**src/rtl/prince_sbox_ctrl_pkg.sv**
```systemverilog
// Shared types and sizes for the serial masked PRINCE S-box layer controller.
package prince_sbox_ctrl_pkg;

    localparam int unsigned NIBBLES  = 16;
    localparam int unsigned NIBBLE_W = 4;
    localparam int unsigned STATE_W  = NIBBLES * NIBBLE_W;
    localparam int unsigned RAND_W   = 18;
    localparam int unsigned CNT_W    = $clog2(NIBBLES);

    typedef enum logic [1:0] {
        ST_IDLE,
        ST_FEED,
        ST_DRAIN,
        ST_HOLD
    } state_e;

endpackage

```
**src/rtl/prince_share_shift_reg.sv**
```systemverilog
// One share of the state: parallel load, nibble shift-in at the LSB end, and
// synchronous clear. Clear has priority over load, load over shift.
module prince_share_shift_reg
    import prince_sbox_ctrl_pkg::*;
(
    input  logic                clk_i,
    input  logic                rst_ni,
    input  logic                clr_i,
    input  logic                load_i,
    input  logic [STATE_W-1:0]  load_val_i,
    input  logic                shift_i,
    input  logic [NIBBLE_W-1:0] shift_nib_i,
    output logic [STATE_W-1:0]  q_o
);

    logic [STATE_W-1:0] q_q;
    logic [STATE_W-1:0] q_d;

    // Next value: clear, load, or shift the new nibble in from the bottom.
    always_comb begin
        q_d = q_q;
        if (clr_i) begin
            q_d = '0;
        end else if (load_i) begin
            q_d = load_val_i;
        end else if (shift_i) begin
            q_d = {q_q[STATE_W-NIBBLE_W-1:0], shift_nib_i};
        end
    end

    // Share storage register.
    always_ff @(posedge clk_i or negedge rst_ni) begin
        if (!rst_ni) begin
            q_q <= '0;
        end else begin
            q_q <= q_d;
        end
    end

    assign q_o = q_q;

endmodule

```
**src/rtl/prince_sbox_layer_ctrl.sv**
```systemverilog
// Serial scheduler feeding a 2-share 64-bit PRINCE state through one shared
// masked S-box, MSB nibble first, one nibble per fresh PRNG word.
// Optional build macro: PRINCE_SBOX_CTRL_ZEROIZE_EN clears the result and
// input registers on the output handshake and blanks the S-box inputs in IDLE.
module prince_sbox_layer_ctrl
    import prince_sbox_ctrl_pkg::*;
(
    input  logic                clk,
    input  logic                rst_n,
    input  logic                start,
    input  logic [STATE_W-1:0]  state_in_share1,
    input  logic [STATE_W-1:0]  state_in_share2,
    output logic                busy,
    input  logic [RAND_W-1:0]   rand_in,
    input  logic                rand_valid,
    output logic                rand_req,
    output logic [NIBBLE_W-1:0] sbox_in_share1,
    output logic [NIBBLE_W-1:0] sbox_in_share2,
    output logic [RAND_W-1:0]   sbox_rand,
    input  logic [NIBBLE_W-1:0] sbox_out_share1,
    input  logic [NIBBLE_W-1:0] sbox_out_share2,
    output logic [STATE_W-1:0]  state_out_share1,
    output logic [STATE_W-1:0]  state_out_share2,
    output logic                out_valid,
    input  logic                out_ready
);

    localparam logic [CNT_W-1:0] LAST_NIB = CNT_W'(NIBBLES - 1);

    state_e              state_q;
    logic [CNT_W-1:0]    cnt_q;
    logic                fed_d_q;
    logic                busy_q;
    logic                out_valid_q;

    logic                feed;
    logic                capture;
    logic                handshake;
    logic                load_in;
    logic                clr_regs;
    logic [STATE_W-1:0]  in1_q;
    logic [STATE_W-1:0]  in2_q;
    logic [NIBBLE_W-1:0] nib1;
    logic [NIBBLE_W-1:0] nib2;

    assign feed      = (state_q == ST_FEED) && rand_valid;
    assign capture   = fed_d_q && ((state_q == ST_FEED) || (state_q == ST_DRAIN));
    assign handshake = (state_q == ST_HOLD) && out_valid_q && out_ready;
    assign load_in   = (state_q == ST_IDLE) && start;

`ifdef PRINCE_SBOX_CTRL_ZEROIZE_EN
    assign clr_regs = handshake;
`else
    assign clr_regs = 1'b0;
`endif

    // Sequencer: IDLE -> FEED (one nibble per valid PRNG word) -> DRAIN -> HOLD.
    always_ff @(posedge clk or negedge rst_n) begin
        if (!rst_n) begin
            state_q     <= ST_IDLE;
            cnt_q       <= '0;
            fed_d_q     <= 1'b0;
            busy_q      <= 1'b0;
            out_valid_q <= 1'b0;
        end else begin
            fed_d_q <= feed;
            case (state_q)
                ST_IDLE: begin
                    if (start) begin
                        state_q <= ST_FEED;
                        cnt_q   <= '0;
                        busy_q  <= 1'b1;
                    end
                end
                ST_FEED: begin
                    if (feed) begin
                        cnt_q <= cnt_q + CNT_W'(1);
                        if (cnt_q == LAST_NIB) begin
                            state_q <= ST_DRAIN;
                        end
                    end
                end
                ST_DRAIN: begin
                    state_q     <= ST_HOLD;
                    out_valid_q <= 1'b1;
                end
                ST_HOLD: begin
                    if (out_ready) begin
                        state_q     <= ST_IDLE;
                        out_valid_q <= 1'b0;
                        busy_q      <= 1'b0;
                    end
                end
                default: begin
                    state_q <= ST_IDLE;
                end
            endcase
        end
    end

    // Select nibble cnt_q of each input share, counting from the MSB end.
    always_comb begin
        nib1 = '0;
        nib2 = '0;
        for (int unsigned i = 0; i < NIBBLES; i++) begin
            if (cnt_q == CNT_W'(i)) begin
                nib1 = in1_q[STATE_W-1-NIBBLE_W*i -: NIBBLE_W];
                nib2 = in2_q[STATE_W-1-NIBBLE_W*i -: NIBBLE_W];
            end
        end
    end

    // S-box inputs: blanked on PRNG stalls so the dummy evaluation carries no data.
    always_comb begin
        sbox_in_share1 = nib1;
        sbox_in_share2 = nib2;
        if ((state_q == ST_FEED) && !feed) begin
            sbox_in_share1 = '0;
            sbox_in_share2 = '0;
        end
`ifdef PRINCE_SBOX_CTRL_ZEROIZE_EN
        if (state_q == ST_IDLE) begin
            sbox_in_share1 = '0;
            sbox_in_share2 = '0;
        end
`endif
    end

    assign sbox_rand = feed ? rand_in : '0;
    assign rand_req  = feed;
    assign busy      = busy_q;
    assign out_valid = out_valid_q;

    // Input shares are indexed in place; the result shares shift in at the
    // bottom, so after NIBBLES captures the first result sits in the MSB nibble.
    prince_share_shift_reg u_in_share1 (
        .clk_i       (clk),
        .rst_ni      (rst_n),
        .clr_i       (clr_regs),
        .load_i      (load_in),
        .load_val_i  (state_in_share1),
        .shift_i     (1'b0),
        .shift_nib_i ('0),
        .q_o         (in1_q)
    );

    prince_share_shift_reg u_in_share2 (
        .clk_i       (clk),
        .rst_ni      (rst_n),
        .clr_i       (clr_regs),
        .load_i      (load_in),
        .load_val_i  (state_in_share2),
        .shift_i     (1'b0),
        .shift_nib_i ('0),
        .q_o         (in2_q)
    );

    prince_share_shift_reg u_out_share1 (
        .clk_i       (clk),
        .rst_ni      (rst_n),
        .clr_i       (clr_regs),
        .load_i      (1'b0),
        .load_val_i  ('0),
        .shift_i     (capture),
        .shift_nib_i (sbox_out_share1),
        .q_o         (state_out_share1)
    );

    prince_share_shift_reg u_out_share2 (
        .clk_i       (clk),
        .rst_ni      (rst_n),
        .clr_i       (clr_regs),
        .load_i      (1'b0),
        .load_val_i  ('0),
        .shift_i     (capture),
        .shift_nib_i (sbox_out_share2),
        .q_o         (state_out_share2)
    );

endmodule

```
**config.mk**
```make
export PLATFORM = sky130hd
export DESIGN_NAME = prince_sbox_layer_ctrl
export DESIGN_NICKNAME = d
export VERILOG_FILES = /design/src/rtl/prince_sbox_ctrl_pkg.sv /design/src/rtl/prince_share_shift_reg.sv /design/src/rtl/prince_sbox_layer_ctrl.sv
export SDC_FILE = /design/constraint.sdc
export NUM_CORES = 1
export LEC_CHECK = 0
export CORE_MARGIN = 10
export CORE_UTILIZATION = 50
export CTS_BUF_LIST = sky130_fd_sc_hd__clkbuf_2 sky130_fd_sc_hd__clkbuf_4 sky130_fd_sc_hd__clkbuf_8
export DETAILED_ROUTE_END_ITERATION = 8
export PLACE_DENSITY = 0.82
export SLEW_MARGIN = 20
export SYNTH_ARGS = -nofsm -noshare
export SYNTH_HDL_FRONTEND = slang
export SYNTH_SLANG_ARGS = --single-unit
```
**constraint.sdc**
```tcl
create_clock -name clk -period 5.1 [get_ports clk]
set_input_delay 1.53 -clock clk [delete_from_list [all_inputs] [get_ports clk]]
set_output_delay 1.53 -clock clk [all_outputs]
set_load 0.02 [all_outputs]
```
# Word level (Yosys, flattened, before mapping)
# Cells that the tools add are included.
[totals]
mem_bits_ro = 0
regBits = 265
in_bits = 159
ram_bits = 0
memories = 0
latchBits = 0
[op_classes]
mul = 0
shift = 0
eq_ne = 22
bitwise_logic = 0
add_sub_neg = 1
reduce_logical = 15
n_div = 0
muxes = 47
n_lt_le_gt_ge = 0
[ops]
columns = ["operator", "n"]
rows = [
  ["$mux 4", 36],
  ["$eq 4x4->1 const B", 8],
  ["$mux 18", 1],
  ["$eq 4x3->1 const B", 4],
  ["$eq 4x2->1 const B", 2],
  ["$mux 2", 4],
  ["$pmux 2 s4", 1],
  ["$pmux 4 s2", 1],
  ["$ne 2x2->1 const B", 3],
  ["$reduce_and 3->1", 2],
  ["$reduce_bool 2->1", 3],
  ["$add 4x1->4 const B", 1],
  ["$eq 2x2->1 const B", 2],
  ["$eq 4x1->1 const B", 1],
  ["$logic_and 1x1->1", 4],
  ["$logic_not 4->1", 1],
  ["$pmux 1 s2", 2],
  ["$reduce_and 4->1", 1],
  ["$eq 2x1->1 const B", 1],
  ["$logic_not 2->1", 1],
  ["$mux 1", 2],
  ["$ne 2x1->1 const B", 1],
  ["$reduce_and 2->1", 1],
  ["$logic_not 1->1", 1],
  ["$logic_or 1x1->1", 1],
]

# Longest topological paths before layout
[logic_depth]
word_depth = 18
depth_mapped = 10

# By module
# Synthesis repeated with hierarchy kept, for this count alone.
[hier_totals]
cells_unflattened = 1472
hier_area_um2 = 15509.9
[modules_own_cells]
columns = ["module", "n_inst", "cells_each", "area_per_inst_um2"]
rows = [
  ["prince_share_shift_reg", 4, 284, 3311.9],
  ["prince_sbox_layer_ctrl", 1, 336, 2262.2],
]

# Worst setup path after synthesis
# No wires, ideal clock.
[synth_timing]
path_type = "input to output"
startpoint = "input port rand_valid"
endpoint = "output port sbox_in_share1[2]"
setup_slack_ns = 0.935
arrival_time_ns = 2.635
stages = 5
t_required_ns = 3.570
path_cell_list = "clkbuf_1 > nand2b_1 > o21ai_0 > or3_1 > a21oi_1"
[synth_between]
elab_chain_len = 4
[synth_lines]
columns = ["item", "line_no", "source"]
rows = [
  ["start: declaration", "prince_sbox_layer_ctrl.sv:15", "input logic rand_valid,"],
  ["$logic_and 1x1->1", "prince_sbox_layer_ctrl.sv:46", "assign feed = (state_q == ST_FEED) && rand_valid;"],
  ["$logic_not 1->1", "prince_sbox_layer_ctrl.sv:117", "if ((state_q == ST_FEED) && !feed) begin"],
  ["$logic_and 1x1->1", "prince_sbox_layer_ctrl.sv:117", ""],
  ["$mux 4", "prince_sbox_layer_ctrl.sv:117", ""],
  ["end: declaration", "prince_sbox_layer_ctrl.sv:17", "output logic [NIBBLE_W-1:0] sbox_in_share1,"],
]
# No other way between the ends.

# Worst setup path after layout
[layout_timing]
startpoint = "register cnt_q[0]"
endpoint = "output port sbox_in_share1[3]"
[layout_between]
elab_chain_len = 18
elab_cells_between_ends = 33
[layout_lines]
columns = ["item", "line_no", "source"]
rows = [
  ["start: declaration", "prince_sbox_layer_ctrl.sv:31", "logic [CNT_W-1:0] cnt_q;"],
  ["start signal: assignment", "prince_sbox_layer_ctrl.sv:77", "cnt_q <= cnt_q + CNT_W'(1);"],
  ["$logic_not 4->1", "prince_sbox_layer_ctrl.sv:106", "if (cnt_q == CNT_W'(i)) begin"],
  ["$mux 4 (15 in series)", "prince_sbox_layer_ctrl.sv:106", ""],
  ["$mux 4 (*)", "prince_sbox_layer_ctrl.sv:106", ""],
  ["$mux 4 (*)", "prince_sbox_layer_ctrl.sv:117", ""],
]
# Mark *: on every way between the ends. The rest lies on a longest branch, timed or not.

==> impl_metrics.yaml <==
die:
  dieWidth_um: 172.3
  io_pins: 316
  rows: 55
  coreArea_um2: 22710
  die_y_um: 172.3
  die_area_um2: 29690
  start_util: 0.5107
power:
  total_power_mw: 9.281
  power_density_nw_per_um2: 576.5
  vdd_drop_max_uv: 375.4
  p_leak_nw: 7.173
cts:
  cts_tree: "built"
  clk_pin_slew_worst_paths_ns: 0.06
  postCtsSetupBuffers: 0
  h-tree-depth: 2
  clock_sinks: 265
  cts-root-buf: "clkbuf_8"
  cts_made_buffers: 45
  clock_latency_ns: 0.55
  clk_path_buf_depth: 3
place:
  gp_congestion: 0.8633
  io_buffers: 315
  postPlaceCellArea_um2: 15070
  post-dp-hpwl_um: 25580
synthesis:
  asyncSetResetFlopFracSynth: 1.000
  synth_area_per_cell_um2: 13.35
  syn_area_um2: 11600
  ys_seq_elements: 265
  ys_types: 44
  yosysSeqAreaShare: 0.5718
  ys_warn_count: 0
  syn-instance-count: 869
  synthFlopType: "dfrtp_1"
  synth-edff-count: 0
  synth_nets: 1037
setup_path:
  cp-end-kind: "primary output"
  crit_type: "flip-flop to primary output"
  cp_data_arrival_time_ns: 3.47
  required_ns: 3.57
  worstPathMaxFanout: 17
  cp-start-kind: "flip-flop"
timing:
  finalCriticalPeriod_ns: 5.000
  finalCritPeriodShare: 0.9804
  rsz0062_at_grt: "yes"
  hold_violations: 0
  worst_pin_slew_ns: 0.9293
  finClkSkew_ns: 0.02565
  slew_violations: 0
  relSlewSlack: 0.3805
  setup_viol: 0
  max_freq_mhz: 200.0
status:
  status: "finished, final reports clean"
routing:
  avgViaCountPerCell: 5.630
  drt_iter0_drc: 742
  wl_per_cell_um: 23.07
  vias: 8530
  route.detailed.drc: 0
  routed_wl_um: 34950
  dr.pass1.iters: 7
  ant_nets: 0
global_route:
  grt_max_degree: 115
  grt_pass1_wl_um: 52960
  antenna_found_initial: 7
  first_global_vias: 9170
  track_usage: 0.2329
  grt_overflow: 0
layout:
  mostFrequentLayoutCells: "312 x clkdlybuf4s50_1, 265 x dfrtp_1, 256 x mux2_2"
  layout_commonest_cell: "clkdlybuf4s50_1"
  fin_nets: 1359
  fin_area_um2: 16100
  syn_to_final_growth_pct: 38.82
  utilization: 0.7089
  multi_input_area_um2: 4654
  drive_gt1_frac: 0.3064
  num-fill-cells: 1554
  regArea_um2: 6631
min_path:
  hold_path_class: "flip-flop to flip-flop"
flow_run:
  maxCapViolCount: 0
==> critical path: stages (launching register included) <==
cell,delay (ns)
dfrtp_1,0.42
inv_1,0.15
ha_2,0.38
buf_4,0.28
a21oi_1,0.07
a221oi_2,0.24
o221ai_1,0.19
a32o_1,0.32
a221oi_2,0.24
clkdlybuf4s50_1,0.65
==> cell families after synthesis <==
family,Yosys count,share of synthesized area
mux,256,0.2486
fa+ha+maj,9,0.009710
buf+inv,84,0.02967
flops,265,0.5718
compound gates,133,0.08523
simple gates,122,0.05502
==> stage by stage <==
stage | instances | hold slack, ns | setup TNS (ns) | setup WS [ns]
floorplan | 869 | 0.4701 | 0 | 0.9346
global placement | 1429 | 0.4803 | -0.005101 | -0.005101
detailed placement | 1429 | 0.4875 | 0 | 0.007025
CTS | 1509 | 0.5005 | 0 | 0.01132
global route | 1511 | 0.5098 | -0.1088 | -0.05602
finish | 1515 | 0.4979 | 0 | 0.1001
==> layer usage <==
metal | vias up | GRT usage | share of wire
li1 | 3823 | - | -
met1 | 4197 | 0.2585 | 0.36
met2 | 429 | 0.3679 | 0.47
met3 | 79 | 0.1268 | 0.14
met4 | 2 | 0.09070 | 0.030
met5 | - | 0 | 0.00040
==> flip-flops by register name (all words and copies together) (netlist names) <==
signal,count
u_in_share1.q_o,64
u_in_share2.q_o,64
u_out_share1.q_o,64
u_out_share2.q_o,64
cnt_q,4
state_q,2
busy,1
fed_d_q,1
out_valid,1
==> worst paths after layout <==
kind                       cells past startpoint                                to                            start  slack [ns]
max                                            9                 sbox_in_share1[3]             cnt_q[0]$_DFFE_PN0P_        0.10
min                                            1   u_in_share2.q_o[49]$_DFFE_PN0P_  u_in_share2.q_o[49]$_DFFE_PN0P_        0.50
min in group asynchronous                      1   u_in_share2.q_o[54]$_DFFE_PN0P_                            rst_n        1.08
max reg2reg                                    5  u_out_share1.q_o[44]$_DFFE_PN0P_           state_q[0]$_DFFE_PN0P_        2.58
min reg2reg                                    1   u_in_share2.q_o[49]$_DFFE_PN0P_  u_in_share2.q_o[49]$_DFFE_PN0P_        0.50
max in group asynchronous                      2  u_out_share2.q_o[40]$_DFFE_PN0P_                            rst_n        3.09
==> synthesized netlist by cell type, drive strengths merged, types with 12 or more instances <==
| cell | instances | area share |
|---|---|---|
| a21oi | 27 | 0.012 |
| nor2 | 12 | 0.0039 |
| a221oi | 15 | 0.015 |
| nor2b | 13 | 0.0070 |
| clkbuf | 48 | 0.016 |
| nand2 | 34 | 0.011 |
| buf | 14 | 0.0070 |
| inv | 22 | 0.0071 |
| dfrtp | 265 | 0.57 |
| and3 | 21 | 0.011 |
| o21ai | 26 | 0.012 |
| mux2 | 256 | 0.25 |
==> report_power, final <==
group | switching (mW) | internal (mW) | total [mW]
Clock | 0.841 | 1.18 | 2.02
Sequential | 0.522 | 2.90 | 3.42
Combinational | 1.90 | 1.94 | 3.84
==> repair_timing <==
item | CTS | global route
pin swaps | 0 | 0
hold endpoints to repair | 0 | 0
hold buffers | 0 | 0
endpoints found under the setup margin | 6 | 6
gates resized for setup | 4 | 7
==> layout make-up <==
| class | instances | area share |
|---|---|---|
| well taps | 285 | 0.02215 |
| inverters | 22 | 0.005129 |
| clock inverters | 9 | 0.004741 |
| multi-input cells | 520 | 0.2891 |
| repair buffers | 337 | 0.2096 |
| clock buffers | 71 | 0.05642 |
| diodes | 6 | 0.0009326 |
| flip-flops and latches | 265 | 0.4119 |
(Power assumes the default switching activity.)
